==> src/rtl/led_pattern_gen.sv <==
// Purpose : multi-channel LED pattern generator (off / on / blink / PWM) from one shared half-period timebase.
// Latency : led is registered, one cycle behind internal state; new config lands on the first wrap after capture.
// Backpressure: cfg_ready drops on capture and returns the cycle after the config is applied.
//
// Ports:
//   FAB_CLK    - sole clock, rising edge
//   FAB_LOCK   - asynchronous active-low reset (fabric PLL lock)
//   cfg_valid/cfg_ready - configuration handshake
//   cfg_mode   - 2 bits per channel: 00 off, 01 on, 10 blink, 11 PWM
//   cfg_phase  - per-channel blink inversion
//   cfg_duty   - PWM_W bits per channel (used only when LED_PWM_EN is defined)
//   cfg_half   - new half-period in clocks, 0 selects HALF_PERIOD
//   led        - registered LED drive
//   tick       - one-cycle pulse at every half-period boundary
//
// Build option: define LED_PWM_EN to build the PWM engine; otherwise mode 11 drives the LED on.

module led_pattern_gen #(
  parameter int N_LEDS      = 4,
  parameter int CNT_W       = 32,
  parameter int HALF_PERIOD = 20000000,
  parameter int PWM_W       = 8
) (
  input  logic                    FAB_CLK,
  input  logic                    FAB_LOCK,
  input  logic                    cfg_valid,
  output logic                    cfg_ready,
  input  logic [2*N_LEDS-1:0]     cfg_mode,
  input  logic [N_LEDS-1:0]       cfg_phase,
  input  logic [PWM_W*N_LEDS-1:0] cfg_duty,
  input  logic [CNT_W-1:0]        cfg_half,
  output logic [N_LEDS-1:0]       led,
  output logic                    tick
);

  localparam logic [CNT_W-1:0] HALF_DEF = CNT_W'(HALF_PERIOD);

  typedef enum logic [0:0] {
    ST_IDLE = 1'b0,
    ST_PEND = 1'b1
  } cfg_state_t;

  cfg_state_t state, state_nxt;

  logic [CNT_W-1:0]    cnt;
  logic [CNT_W-1:0]    act_half, pend_half;
  logic [2*N_LEDS-1:0] act_mode, pend_mode;
  logic [N_LEDS-1:0]   act_phase, pend_phase;
  logic [N_LEDS-1:0]   led_nxt;
  logic                blink_ph;
  logic                wrap;
  logic                xfer;
  logic                apply;

`ifdef LED_PWM_EN
  logic [PWM_W*N_LEDS-1:0] act_duty, pend_duty;
  logic [PWM_W-1:0]        pwm_cnt;
`else
  logic unused_duty;
  assign unused_duty = ^cfg_duty;
`endif

  // act_half is never 0, so half-1 cannot underflow.
  assign wrap  = (cnt == act_half - CNT_W'(1));
  assign xfer  = cfg_valid && cfg_ready;
  // Only a config already pending before this cycle may apply, so a
  // capture that lands on a wrap waits for the following wrap.
  assign apply = wrap && (state == ST_PEND);

  always_ff @(posedge FAB_CLK or negedge FAB_LOCK) begin
    if (!FAB_LOCK) begin
      state <= ST_IDLE;
    end else begin
      state <= state_nxt;
    end
  end

  always_comb begin
    state_nxt = state;
    cfg_ready = 1'b0;
    case (state)
      ST_IDLE: begin
        cfg_ready = 1'b1;
        if (cfg_valid) state_nxt = ST_PEND;
      end
      ST_PEND: begin
        if (wrap) state_nxt = ST_IDLE;
      end
      default: state_nxt = ST_IDLE;
    endcase
  end

  always_comb begin
    led_nxt = '0;
    for (int i = 0; i < N_LEDS; i++) begin
      case (act_mode[2*i +: 2])
        2'b00: led_nxt[i] = 1'b0;
        2'b01: led_nxt[i] = 1'b1;
        2'b10: led_nxt[i] = blink_ph ^ act_phase[i];
`ifdef LED_PWM_EN
        2'b11: led_nxt[i] = (pwm_cnt < act_duty[PWM_W*i +: PWM_W]);
`else
        2'b11: led_nxt[i] = 1'b1;
`endif
        default: led_nxt[i] = 1'b0;
      endcase
    end
  end

  always_ff @(posedge FAB_CLK or negedge FAB_LOCK) begin
    if (!FAB_LOCK) begin
      cnt        <= '0;
      blink_ph   <= 1'b0;
      tick       <= 1'b0;
      led        <= '0;
      act_half   <= HALF_DEF;
      act_mode   <= '0;
      act_phase  <= '0;
      pend_half  <= HALF_DEF;
      pend_mode  <= '0;
      pend_phase <= '0;
`ifdef LED_PWM_EN
      act_duty   <= '0;
      pend_duty  <= '0;
      pwm_cnt    <= '0;
`endif
    end else begin
      cnt  <= wrap ? '0 : cnt + CNT_W'(1);
      tick <= wrap;
      led  <= led_nxt;
      if (wrap) blink_ph <= ~blink_ph;
`ifdef LED_PWM_EN
      pwm_cnt <= pwm_cnt + PWM_W'(1);
`endif
      if (xfer) begin
        pend_mode  <= cfg_mode;
        pend_phase <= cfg_phase;
        pend_half  <= (cfg_half == '0) ? HALF_DEF : cfg_half;
`ifdef LED_PWM_EN
        pend_duty  <= cfg_duty;
`endif
      end
      // Apply always coincides with a wrap, so cnt is already being cleared.
      if (apply) begin
        act_mode  <= pend_mode;
        act_phase <= pend_phase;
        act_half  <= pend_half;
`ifdef LED_PWM_EN
        act_duty  <= pend_duty;
`endif
      end
    end
  end

endmodule

==> config.mk <==
export PLATFORM = sky130hd
export DESIGN_NAME = led_pattern_gen
export DESIGN_NICKNAME = d
export VERILOG_FILES = /design/src/rtl/led_pattern_gen.sv
export SDC_FILE = /design/constraint.sdc
export NUM_CORES = 1
export LEC_CHECK = 0
export ABC_AREA = 0
export CORE_ASPECT_RATIO = 1.2
export CORE_MARGIN = 2
export CORE_UTILIZATION = 55
export CTS_CLUSTER_SIZE = 10
export DETAILED_ROUTE_END_ITERATION = 7
export PLACE_DENSITY = 0.8
export SLEW_MARGIN = 20
export SYNTH_ARGS = -nofsm -noshare
export SYNTH_HDL_FRONTEND = slang
export SYNTH_SLANG_ARGS = --single-unit
==> constraint.sdc <==
create_clock -name FAB_CLK -period 4.6 [get_ports FAB_CLK]
set_input_delay 0.92 -clock FAB_CLK [delete_from_list [all_inputs] [get_ports FAB_CLK]]
set_output_delay 0.92 -clock FAB_CLK [all_outputs]
set_load 0.01 [all_outputs]
==> qor.yml, run 1 <==
sta:
  min_period_ns: 4.11
  worst_hold_slack_ns: 0.458
  hold_viol_final: 0
  setup_tns_ns: 0
  worstMarginPinSlew_ns: 0.837
  finalCritPeriodShare: 0.893
  max_freq_ghz: 0.243
  finalClockSkew_ns: 0.0117
  rsz0062_at_grt: "false"
  timing.final.setup_violations: 0
  final_max_slew_viol_count: 0
  slew-limit-headroom: 0.437
logic_synthesis:
  avgSynthCellArea_um2: 10.1
  synthArstFlopShare: 1.00
  synthFlopType: "dfrtp_1"
  synthesis.nets: 712
  synth_edf_count: 0
  synth_cell_types: 58
  yosys_warnings: 0
  seq_area_frac_synth: 0.502
  syn_inst: 631
  syn_area_um2: 6370
  synth-seq-cells: 127
route:
  wirelength_um: 14300
  antenna_left: 0
  wire_per_inst_um: 16.7
  detail_route.iter0.violations: 412
  viasPerCell: 5.80
  drcViolationCount: 0
  num_vias: 4966
  drt_first_pass_iters: 7
grt:
  antenna_found_initial: 0
  grt_start_max_net_pins: 54
  grt_pass1_wl_um: 23800
  grt.total_usage: 0.248
  grt_overflow: 0
  grt_pass1_vias: 5035
clock_tree:
  cts_tree: "done"
  cts_buffer_depth: 2
  htree_levels: 4
  cts_sinks: 127
  cts_resized: 0
  clock_tree.root_cell: "clkbuf_16"
  post-cts-setup-buffer-count: 0
  hold_buffers: 0
  cts.clk_slew.worst_paths_ns: 0.06
  insertion_delay_ns: 0.42
  cts_made_buffers: 17
power:
  p_clk_frac: 0.493
  combPwrFrac: 0.044
  p_leak_nw: 3.65
  switching_power_uw: 599
  irDropWorstVdd_mv: 0.291
  power.internal_mw: 1.98
  swShare: 0.232
  seqPwrFrac: 0.464
  powerDensity_nw_per_um2: 340
worst_setup_path:
  cp-start-kind: "flip-flop"
  cp-end-kind: "flip-flop"
  r2r_cells: 10
  path_cells: "inv_1, ha_1, nor3b_2, a21oi_1, or4_1, nor4b_1, nand4b_1, nor4_4, buf_4, mux2_1"
  timing.rr.start: "act_half[0]"
  r2r_setup_slack_ns: 0.49
  crit_arrival_ns: 4.40
  cp_slowest_stage_delay_ns: 0.60
  path_delay_family: "simple AND/OR/NAND/NOR gates"
  worstPathMaxFanout: 45
  rr_endpoint: "act_half[29]"
  path_buf_inv: 2
  cp.required_ns: 4.89
  crit_type: "flip-flop to flip-flop"
  crit_slowest_cell: "or4_1"
place:
  dpl-instance-area_um2: 7030
  dp_hpwl_um: 9910
  gp_congestion: 0.955
  portBuffers: 52
final_layout:
  final_area_um2: 7590
  final_common_cell: "nand2_1"
  drive_above_1_share: 0.0987
  layout_common_cells: "nand2_1, dfrtp_1, nor2_1, clkdlybuf4s50_1, xnor2_1"
  syn_to_final_growth_pct: 19.2
  diodes: 0
  nNetsFinal: 767
floorplanning:
  dieArea_um2: 12500
  die_w_um: 102
  fp.dieH_um: 122
  io-pin-count: 85
  core_area_um2: 11400
  start_util: 0.558
  row_count: 43
hold_path:
  min_path_type: "flip-flop to flip-flop"
  min_path_cells: 1
  hold_end: "led[2]"
  holdCritStartpoint: "act_mode[4]"
flow_run:
  cap_violations: 0
status:
  outcome: "finished clean"
[cell type report]
| type | instances | area, um^2 |
|---|---|---|
| timing repair buffer | 58 | 563 |
| clock buffer | 19 | 433 |
| sequential | 127 | 3200 |
| fill | 863 | 3810 |
| clock inverter | 13 | 131 |
| inverter | 9 | 33.8 |
| tap | 157 | 196 |
| multi-input combinational | 473 | 3040 |
[worst max-delay path by stage]
stage                start            to  slack, ns  cells past startpoint
2_1_floorplan  act_half[2]   act_half[0]       1.12                      9
3_3_place_gp   act_half[0]  act_half[17]       0.70                      8
3_5_place_dp   act_half[2]  act_phase[2]       0.66                      8
4_1_cts        act_half[0]  act_half[19]       0.59                     10
5_1_grt        act_half[0]  act_half[19]       0.27                     10
6_report       act_half[0]  act_half[29]       0.49                     10
[kinds of logic after synthesis]
logic type	count (synthesis)	synth area share
simple gates	299	0.227
flops	127	0.502
xor+xnor	76	0.105
compound gates	50	0.0582
mux	46	0.0810
buf+inv	31	0.0230
fa+ha+maj	2	0.00393
[power by group through the flow]
stage	Clock, mW	Combinational (mW)	Sequential, mW
2_1_floorplan	0	0.0386	1.21
3_3_place_gp	0	0.108	1.21
3_5_place_dp	0	0.113	1.22
4_1_cts	1.29	0.115	1.20
5_1_grt	1.33	0.127	1.20
6_report	1.27	0.113	1.20
[synthesized netlist by cell type (3+ instances only)]
master	n	area [um^2]
nand2_1	130	488
dfrtp_1	111	2780
nor2_1	61	229
xnor2_1	40	350
mux2_1	39	439
xor2_1	36	315
nor4_1	19	119
clkbuf_1	18	67.6
dfstp_2	16	420
nand3_1	15	75.1
nand4_1	13	81.3
nor3_1	12	60.1
inv_1	9	33.8
o21ai_0	8	40.0
o22a_1	8	70.1
and3_1	7	43.8
and4_1	7	61.3
a21oi_1	5	25.0
mux2_2	5	56.3
nor2b_1	5	31.3
a21o_1	4	30.0
buf_6	4	45.0
nand4b_1	4	35.0
or3_1	4	25.0
o31ai_1	3	22.5
or4_1	3	22.5
[sequential cells by signal (all words and copies together), names as in the netlist, 4 cells and up]
name and count:
cnt 32, led 4, act_phase 4, act_half 32
pend_phase 4, pend_mode 8, pend_half 32, act_mode 8
[metrics by stage]
step           cells  setup WS, ns  power (mW)  utilization
2_1_floorplan    631          1.12        1.25            -
3_3_place_gp     824         0.704        1.32        0.616
3_5_place_dp     824         0.656        1.33        0.616
4_1_cts          856         0.587        2.60        0.666
5_1_grt          856         0.271        2.66        0.666
6_report         856         0.491        2.58        0.666
[metal layers]
metal,track usage,share of wire,vias up
li1,-,-,2294
met5,0,0,-
met3,0.0637,0.054,54
met2,0.405,0.51,189
met4,0.113,0.031,0
met1,0.310,0.41,2429
Power figures use the tool's default switching activity.
==> run 2, diff against run 1 <==
--- a/config.mk
+++ b/config.mk
@@ -9,8 +9,10 @@
 export CORE_ASPECT_RATIO = 1.2
 export CORE_MARGIN = 2
 export CORE_UTILIZATION = 55
+export CTS_CLUSTER_DIAMETER = 50
 export CTS_CLUSTER_SIZE = 10
 export DETAILED_ROUTE_END_ITERATION = 7
+export GPL_ROUTABILITY_DRIVEN = 1
 export PLACE_DENSITY = 0.8
 export SLEW_MARGIN = 20
 export SYNTH_ARGS = -nofsm -noshare
==> results of run 2 <==
No change in the layout: final DEF, timing and power equal those of run 1.
==> run 3, diff against run 2 <==
--- a/config.mk
+++ b/config.mk
@@ -14,6 +14,7 @@
 export DETAILED_ROUTE_END_ITERATION = 7
 export GPL_ROUTABILITY_DRIVEN = 1
 export PLACE_DENSITY = 0.8
+export REMOVE_ABC_BUFFERS = 1
 export SLEW_MARGIN = 20
 export SYNTH_ARGS = -nofsm -noshare
 export SYNTH_HDL_FRONTEND = slang
==> constraint.sdc (replaced) <==
create_clock -name FAB_CLK -period 4 [get_ports FAB_CLK]
set_input_delay 0.8 -clock FAB_CLK [delete_from_list [all_inputs] [get_ports FAB_CLK]]
set_output_delay 0.8 -clock FAB_CLK [all_outputs]
set_load 0.01 [all_outputs]
==> run 3 against run 2 <==
Core utilization is 1.1 points higher. Critical endpoint is now act_half[18]. Cell area is 1.7% higher. Highest routed layer unchanged. Largest power group unchanged. First-iteration DRC count is 15% lower. Count of clock-buffer cells in the layout is 1 lower. Via count is 2.5% lower. Sequential cell count stayed put. Combinational power is 16% higher. Final cell count is 0.70% higher.
==> qor.yml, run 3 (synthesis results as in run 1) <==
flow_run:
  cap_violations: 0
floorplanning:
  row_count: 43
  die_w_um: 102
  io-pin-count: 85
  start_util: 0.558
  dieArea_um2: 12500
  core_area_um2: 11400
  fp.dieH_um: 122
hold_path:
  min_path_cells: 1
  min_path_type: "flip-flop to flip-flop"
route:
  viasPerCell: 5.62
  drt_first_pass_iters: 4
  wirelength_um: 14500
  detail_route.iter0.violations: 350
  antenna_left: 0
  wire_per_inst_um: 16.9
  drcViolationCount: 0
  num_vias: 4841
sta:
  slew-limit-headroom: 0.399
  finalClockSkew_ns: 0.0113
  timing.final.setup_violations: 0
  hold_viol_final: 0
  setup_tns_ns: 0
  final_max_slew_viol_count: 0
  finalCritPeriodShare: 0.939
  min_period_ns: 3.76
  worstMarginPinSlew_ns: 0.901
  max_freq_ghz: 0.266
  rsz0062_at_grt: "false"
grt:
  grt_pass1_wl_um: 24600
  grt.total_usage: 0.254
  grt_start_max_net_pins: 71
  grt_overflow: 0
  antenna_found_initial: 0
  grt_pass1_vias: 5025
clock_tree:
  insertion_delay_ns: 0.42
  post-cts-setup-buffer-count: 0
  cts_tree: "done"
  cts_buffer_depth: 2
  clock_tree.root_cell: "clkbuf_16"
  cts_sinks: 127
  cts.clk_slew.worst_paths_ns: 0.06
  htree_levels: 4
  cts_made_buffers: 17
power:
  p_leak_nw: 3.72
  power_mw: 3.11
  irDropWorstVdd_mv: 0.368
  powerDensity_nw_per_um2: 403
place:
  dp_hpwl_um: 9920
  portBuffers: 52
  gp_congestion: 0.938
final_layout:
  drive_above_1_share: 0.106
  diodes: 0
  post-route-util: 0.677
  fillers: 862
  syn_to_final_growth_pct: 21.2
  top_regs: "act_half x32, cnt x32, pend_half x32"
  nNetsFinal: 773
  final_common_cell: "nand2_1"
  layout_common_cells: "nand2_1, dfrtp_1, nor2_1, clkdlybuf4s50_1, xnor2_1"
worst_setup_path:
  cp_slowest_stage_delay_ns: 0.57
  worstPathMaxFanout: 45
  crit_arrival_ns: 4.05
  r2r_setup_slack_ns: 0.24
  critPathLaunch: "act_half[0]"
  rr_endpoint: "act_half[18]"
  r2r_cells: 10
  cp-endpoint: "act_half[18]"
  cp.required_ns: 4.30
  cp-start-kind: "flip-flop"
  crit_type: "flip-flop to flip-flop"
  crit_slowest_cell: "or4_1"
  timing.rr.start: "act_half[0]"
  path_cells: "inv_1, ha_1, nor3b_4, a21oi_1, or4_1, nor4b_1, nand4b_1, nor4_4, buf_12, mux2_2"
  cp-end-kind: "flip-flop"
status:
  outcome: "finished clean"
==> run 3: metrics by stage <==
step | instances | hold WS (ns) | setup slack (ns) | instance area (um^2)
after floorplan | 609 | 0.421 | -0.845 | 6250
after global placement | 830 | 0.431 | 0.224 | 7100
after detailed placement | 830 | 0.436 | 0.212 | 7100
after CTS | 862 | 0.450 | 0.160 | 7710
after global routing | 862 | 0.471 | 0.0267 | 7720
final | 862 | 0.449 | 0.243 | 7720
==> run 3: cell type report <==
type,instances,area [um^2],share of cell area
Clock buffer,18,429,0.0556
Clock inverter,14,183,0.0237
Inverter,9,33.8,0.00438
Multi-Input combinational cell,473,3040,0.394
Sequential cell,127,3200,0.414
Tap cell,157,196,0.0255
Timing Repair Buffer,64,633,0.0820
==> run 3: worst max-delay path, delay by kind of cell, from the launching register on <==
family / cells / cell delay, ns
multiplexers: 1 / 0.37
buffers and inverters: 2 / 0.36
adder cells (fa/ha/maj): 1 / 0.22
AND/OR/NAND/NOR: 5 / 2.09
AO/OA/AOI/OAI: 1 / 0.12
flip-flops: 1 / 0.43
==> run 3: how the worst min path moves through the flow <==
stage	slack, ns	start	endpoint
floorplan	0.42	act_mode[0]	led[0]
detailed placement	0.44	act_mode[6]	led[3]
global route	0.47	act_mode[6]	led[3]
global placement	0.43	act_mode[6]	led[3]
finish	0.45	act_mode[6]	led[3]
CTS	0.45	act_mode[6]	led[3]
==> run 3: what timing repair did <==
item | 4_1_cts | 5_1_grt
endpoints found under the setup margin | 0 | 44
hold buffers | 0 | 0
gates resized for setup | 0 | 1
==> run 3: per-layer routing <==
metal / vias to the layer above / GRT usage / share of wire
li1: 2308 / - / -
met1: 2392 / 0.334 / 0.44
met2: 106 / 0.418 / 0.50
met3: 35 / 0.0436 / 0.033
met4: 0 / 0.107 / 0.027
met5: - / 0 / 0
==> run 3: power by group <==
part           switching (mW)  internal, mW  total (mW)
Sequential             0.0297          1.35        1.38
Combinational          0.0623        0.0683       0.131
Clock                   0.610         0.992        1.60
==> RTL edit: new RTL, config.mk and constraints of run 3 <==
`CNT_W`: 32 -> 40.
--- a/src/rtl/led_pattern_gen.sv
+++ b/src/rtl/led_pattern_gen.sv
@@ -17,7 +17,7 @@
 
 module led_pattern_gen #(
   parameter int N_LEDS      = 4,
-  parameter int CNT_W       = 32,
+  parameter int CNT_W       = 40,
   parameter int HALF_PERIOD = 20000000,
   parameter int PWM_W       = 8
 ) (
Ports: changed (resized cfg_half); port bits go from 85 to 93. The function was not compared with the original's and may differ.
==> RTL edit against run 3 <==
  * Sequential power increased by 19%
  * Clock power decreased by 7%
  * Area after synthesis increased by 21%
  * Routed wire length increased by 29%
  * Final area increased by 23%
  * Sequential share of layout area decreased by 1.5 points
  * Global-route usage increased by 0.47 points
  * Worst setup slack got worse by 0.15 ns
  * Total power increased by 5.7%
  * First-iteration DRC count decreased by 5.4%
  * Sequential cell count increased by 24
  * Clock skew decreased by 0.0027 ns
  * Fmax decreased by 3.8%
==> RTL edit: results (changes against run 3) <==
| Metric | Value |
|---|---|
| Worst R2R End | `act_half[23] (was act_half[18])` |
| Initial antenna violation count | `0 (unchanged)` |
| Vias in the first global route | `6482 (was 5025)` |
| DR WL/cell | `17.6 µm (was 16.9 µm)` |
| Commonest cells in the netlist | `nand2_1 (164), dfrtp_1 (135), nor2_1 (76), mux2_1 (51), xor2_1 (47) (was nand2_1 (130), dfrtp_1 (111), nor2_1 (61), xnor2_1 (40), mux2_1 (39))` |
| Regs by FF count | `act_half: 40 flops, cnt: 40 flops, pend_half: 40 flops (was act_half: 32 flops, cnt: 32 flops, pend_half: 32 flops)` |
| Largest net degree at the start of global routing | `102 (was 71)` |
| IR drop worst, VDD | `0.353 mV (was 0.368 mV)` |
| Async set or reset register ratio after synthesis | `100% (unchanged)` |
| Initial DRC Count | `331 (was 350)` |
| Worst Skew | `0.00866 ns (was 0.0113 ns)` |
| Worst Reg-to-Reg Cells | `11 (was 10)` |
| Worst min path class | `register to register (unchanged)` |
| End of the worst hold path | `led[1] (was led[3])` |
| Yosys cell types | `55 (was 58)` |
| Filler instances | `1015 (was 862)` |
| TritonRoute pass-1 iters | `6 (was 4)` |
| First-pass GRT wire length | `31.1 mm (was 24.6 mm)` |
| Num CTS Buffers | `17 (unchanged)` |
| Ant. Diodes | `0 (unchanged)` |
| Number of port buffers | `60 (was 52)` |
| DP HPWL | `13.7 mm (was 9.92 mm)` |
| Hold depth | `1 (unchanged)` |
| Root buf cell | `clkbuf_16 (unchanged)` |
| CTS max path bufs | `2 (unchanged)` |
| Gr usage total | `25.9% (was 25.4%)` |
| Fin nets | `973 (was 773)` |
| DRC errors left | `0 (unchanged)` |
| Synth top area cells | `dfrtp_1 (44%), nand2_1 (8.0%), mux2_1 (7.4%) (was dfrtp_1 (44%), nand2_1 (7.7%), mux2_1 (6.9%))` |
| Leak | `4.57 nW (was 3.72 nW)` |
| Via-per-instance ratio | `5.86 (was 5.62)` |
| Max FO, Critical Path | `10 (was 45)` |
| Period utilisation layout | `97.6% (was 93.9%)` |
| Reg2reg setup slack | `0.1 ns (was 0.24 ns)` |
| Data arrival, critical path | `4.21 ns (was 4.05 ns)` |
| Reg2reg start | `act_half[2] (was act_half[0])` |
| Placer Congestion | `0.946 (was 0.938)` |
| Slew margin rel. | `39.8% (was 39.9%)` |
| Worst hold start | `act_mode[2] (was act_mode[6])` |
| Post-synthesis sequential area ratio | `49.3% (was 50.2%)` |
| Clock Latency Late Sink | `0.43 ns` |
| Ys Warns | `0 (unchanged)` |
| CTS clock-pin slew for the worst setup and hold paths | `0.07 ns` |
| Outcome | `completed (unchanged)` |
| Share of cells above drive strength 1 | `14.0% (was 10.6%)` |
| H-tree Lvls | `4 (unchanged)` |
==> RTL edit: what timing repair did <==
item	in CTS	in global routing
setup endpoints to repair	53	21
setup buffers	0	0
pin swaps	1	1
gates resized for setup	11	10
gates cloned	0	1
hold buffers	0	0
==> RTL edit: power breakdown <==
| group | leakage [nW] | internal [mW] | switching [mW] |
|---|---|---|---|
| Combinational | 2.33 | 0.0798 | 0.0788 |
| Sequential | 1.97 | 1.60 | 0.0383 |
| Clock | 0.268 | 0.806 | 0.685 |
| Total | 4.57 | 2.48 | 0.802 |
==> RTL edit: layout make-up <==
cell class	count	area, µm²	area share (%)
clock buffers	17	425	4.47
clock inverters	15	119	1.25
inverters	8	30.0	0.315
multi-input cells	594	3860	40.5
flip-flops and latches	151	3800	39.9
well taps	171	214	2.25
repair buffers	112	1080	11.3
==> RTL edit: logic make-up (layout without fill, tap and decap cells) <==
family,count (synthesis),in the layout,synth area share (%)
flops,151,151,49.3
xor+xnor,92,92,10.5
compound gates,48,48,4.67
fa+ha+maj,2,2,0.325
mux,55,55,7.98
buf+inv,43,152,2.19
simple gates,397,397,25.1
==> RTL edit: worst max-delay path, cell delays in order, from the launching register on <==
cell	delay [ns]
dfrtp_1	0.38
or4_4	0.55
or4_4	0.54
nor4_4	0.24
buf_4	0.17
mux2i_4	0.25
o2111ai_2	0.12
or4b_4	0.52
nor4_4	0.31
buf_6	0.20
clkbuf_16	0.18
mux2_1	0.32
==> RTL edit: per-layer routing <==
metal  GRT usage [%]  routed length, µm  vias to the layer above
li1                -                  -                     2950
met1            33.2               7980                     3077
met2            44.0               9470                      195
met3            4.19                804                       39
met4            10.6                503                        0
met5               0                  0                        -
==> RTL edit: how the worst max path moves through the flow <==
stage / startpoint / endpoint / slack (ns)
after global placement: act_half[2] / act_half[35] / -0.17
after global routing: act_half[2] / act_half[4] / -0.01
after detailed placement: act_half[2] / act_half[22] / -0.24
after floorplan: act_half[2] / blink_ph / -1.42
final: act_half[2] / act_half[23] / 0.1
after CTS: act_half[2] / act_half[22] / 0.04
==> RTL edit: stage by stage <==
stage          setup WS, ns  instance area, µm²  power [mW]  hold slack (ns)  std cells
4_1_cts              0.0350                9440        3.30            0.453       1067
3_5_place_dp         -0.244                8840        1.82            0.434       1035
3_3_place_gp         -0.171                8840        1.81            0.434       1035
6_report             0.0957                9520        3.29            0.448       1068
2_1_floorplan         -1.42                7570        1.70            0.421        753
5_1_grt             -0.0147                9520        3.38            0.467       1068
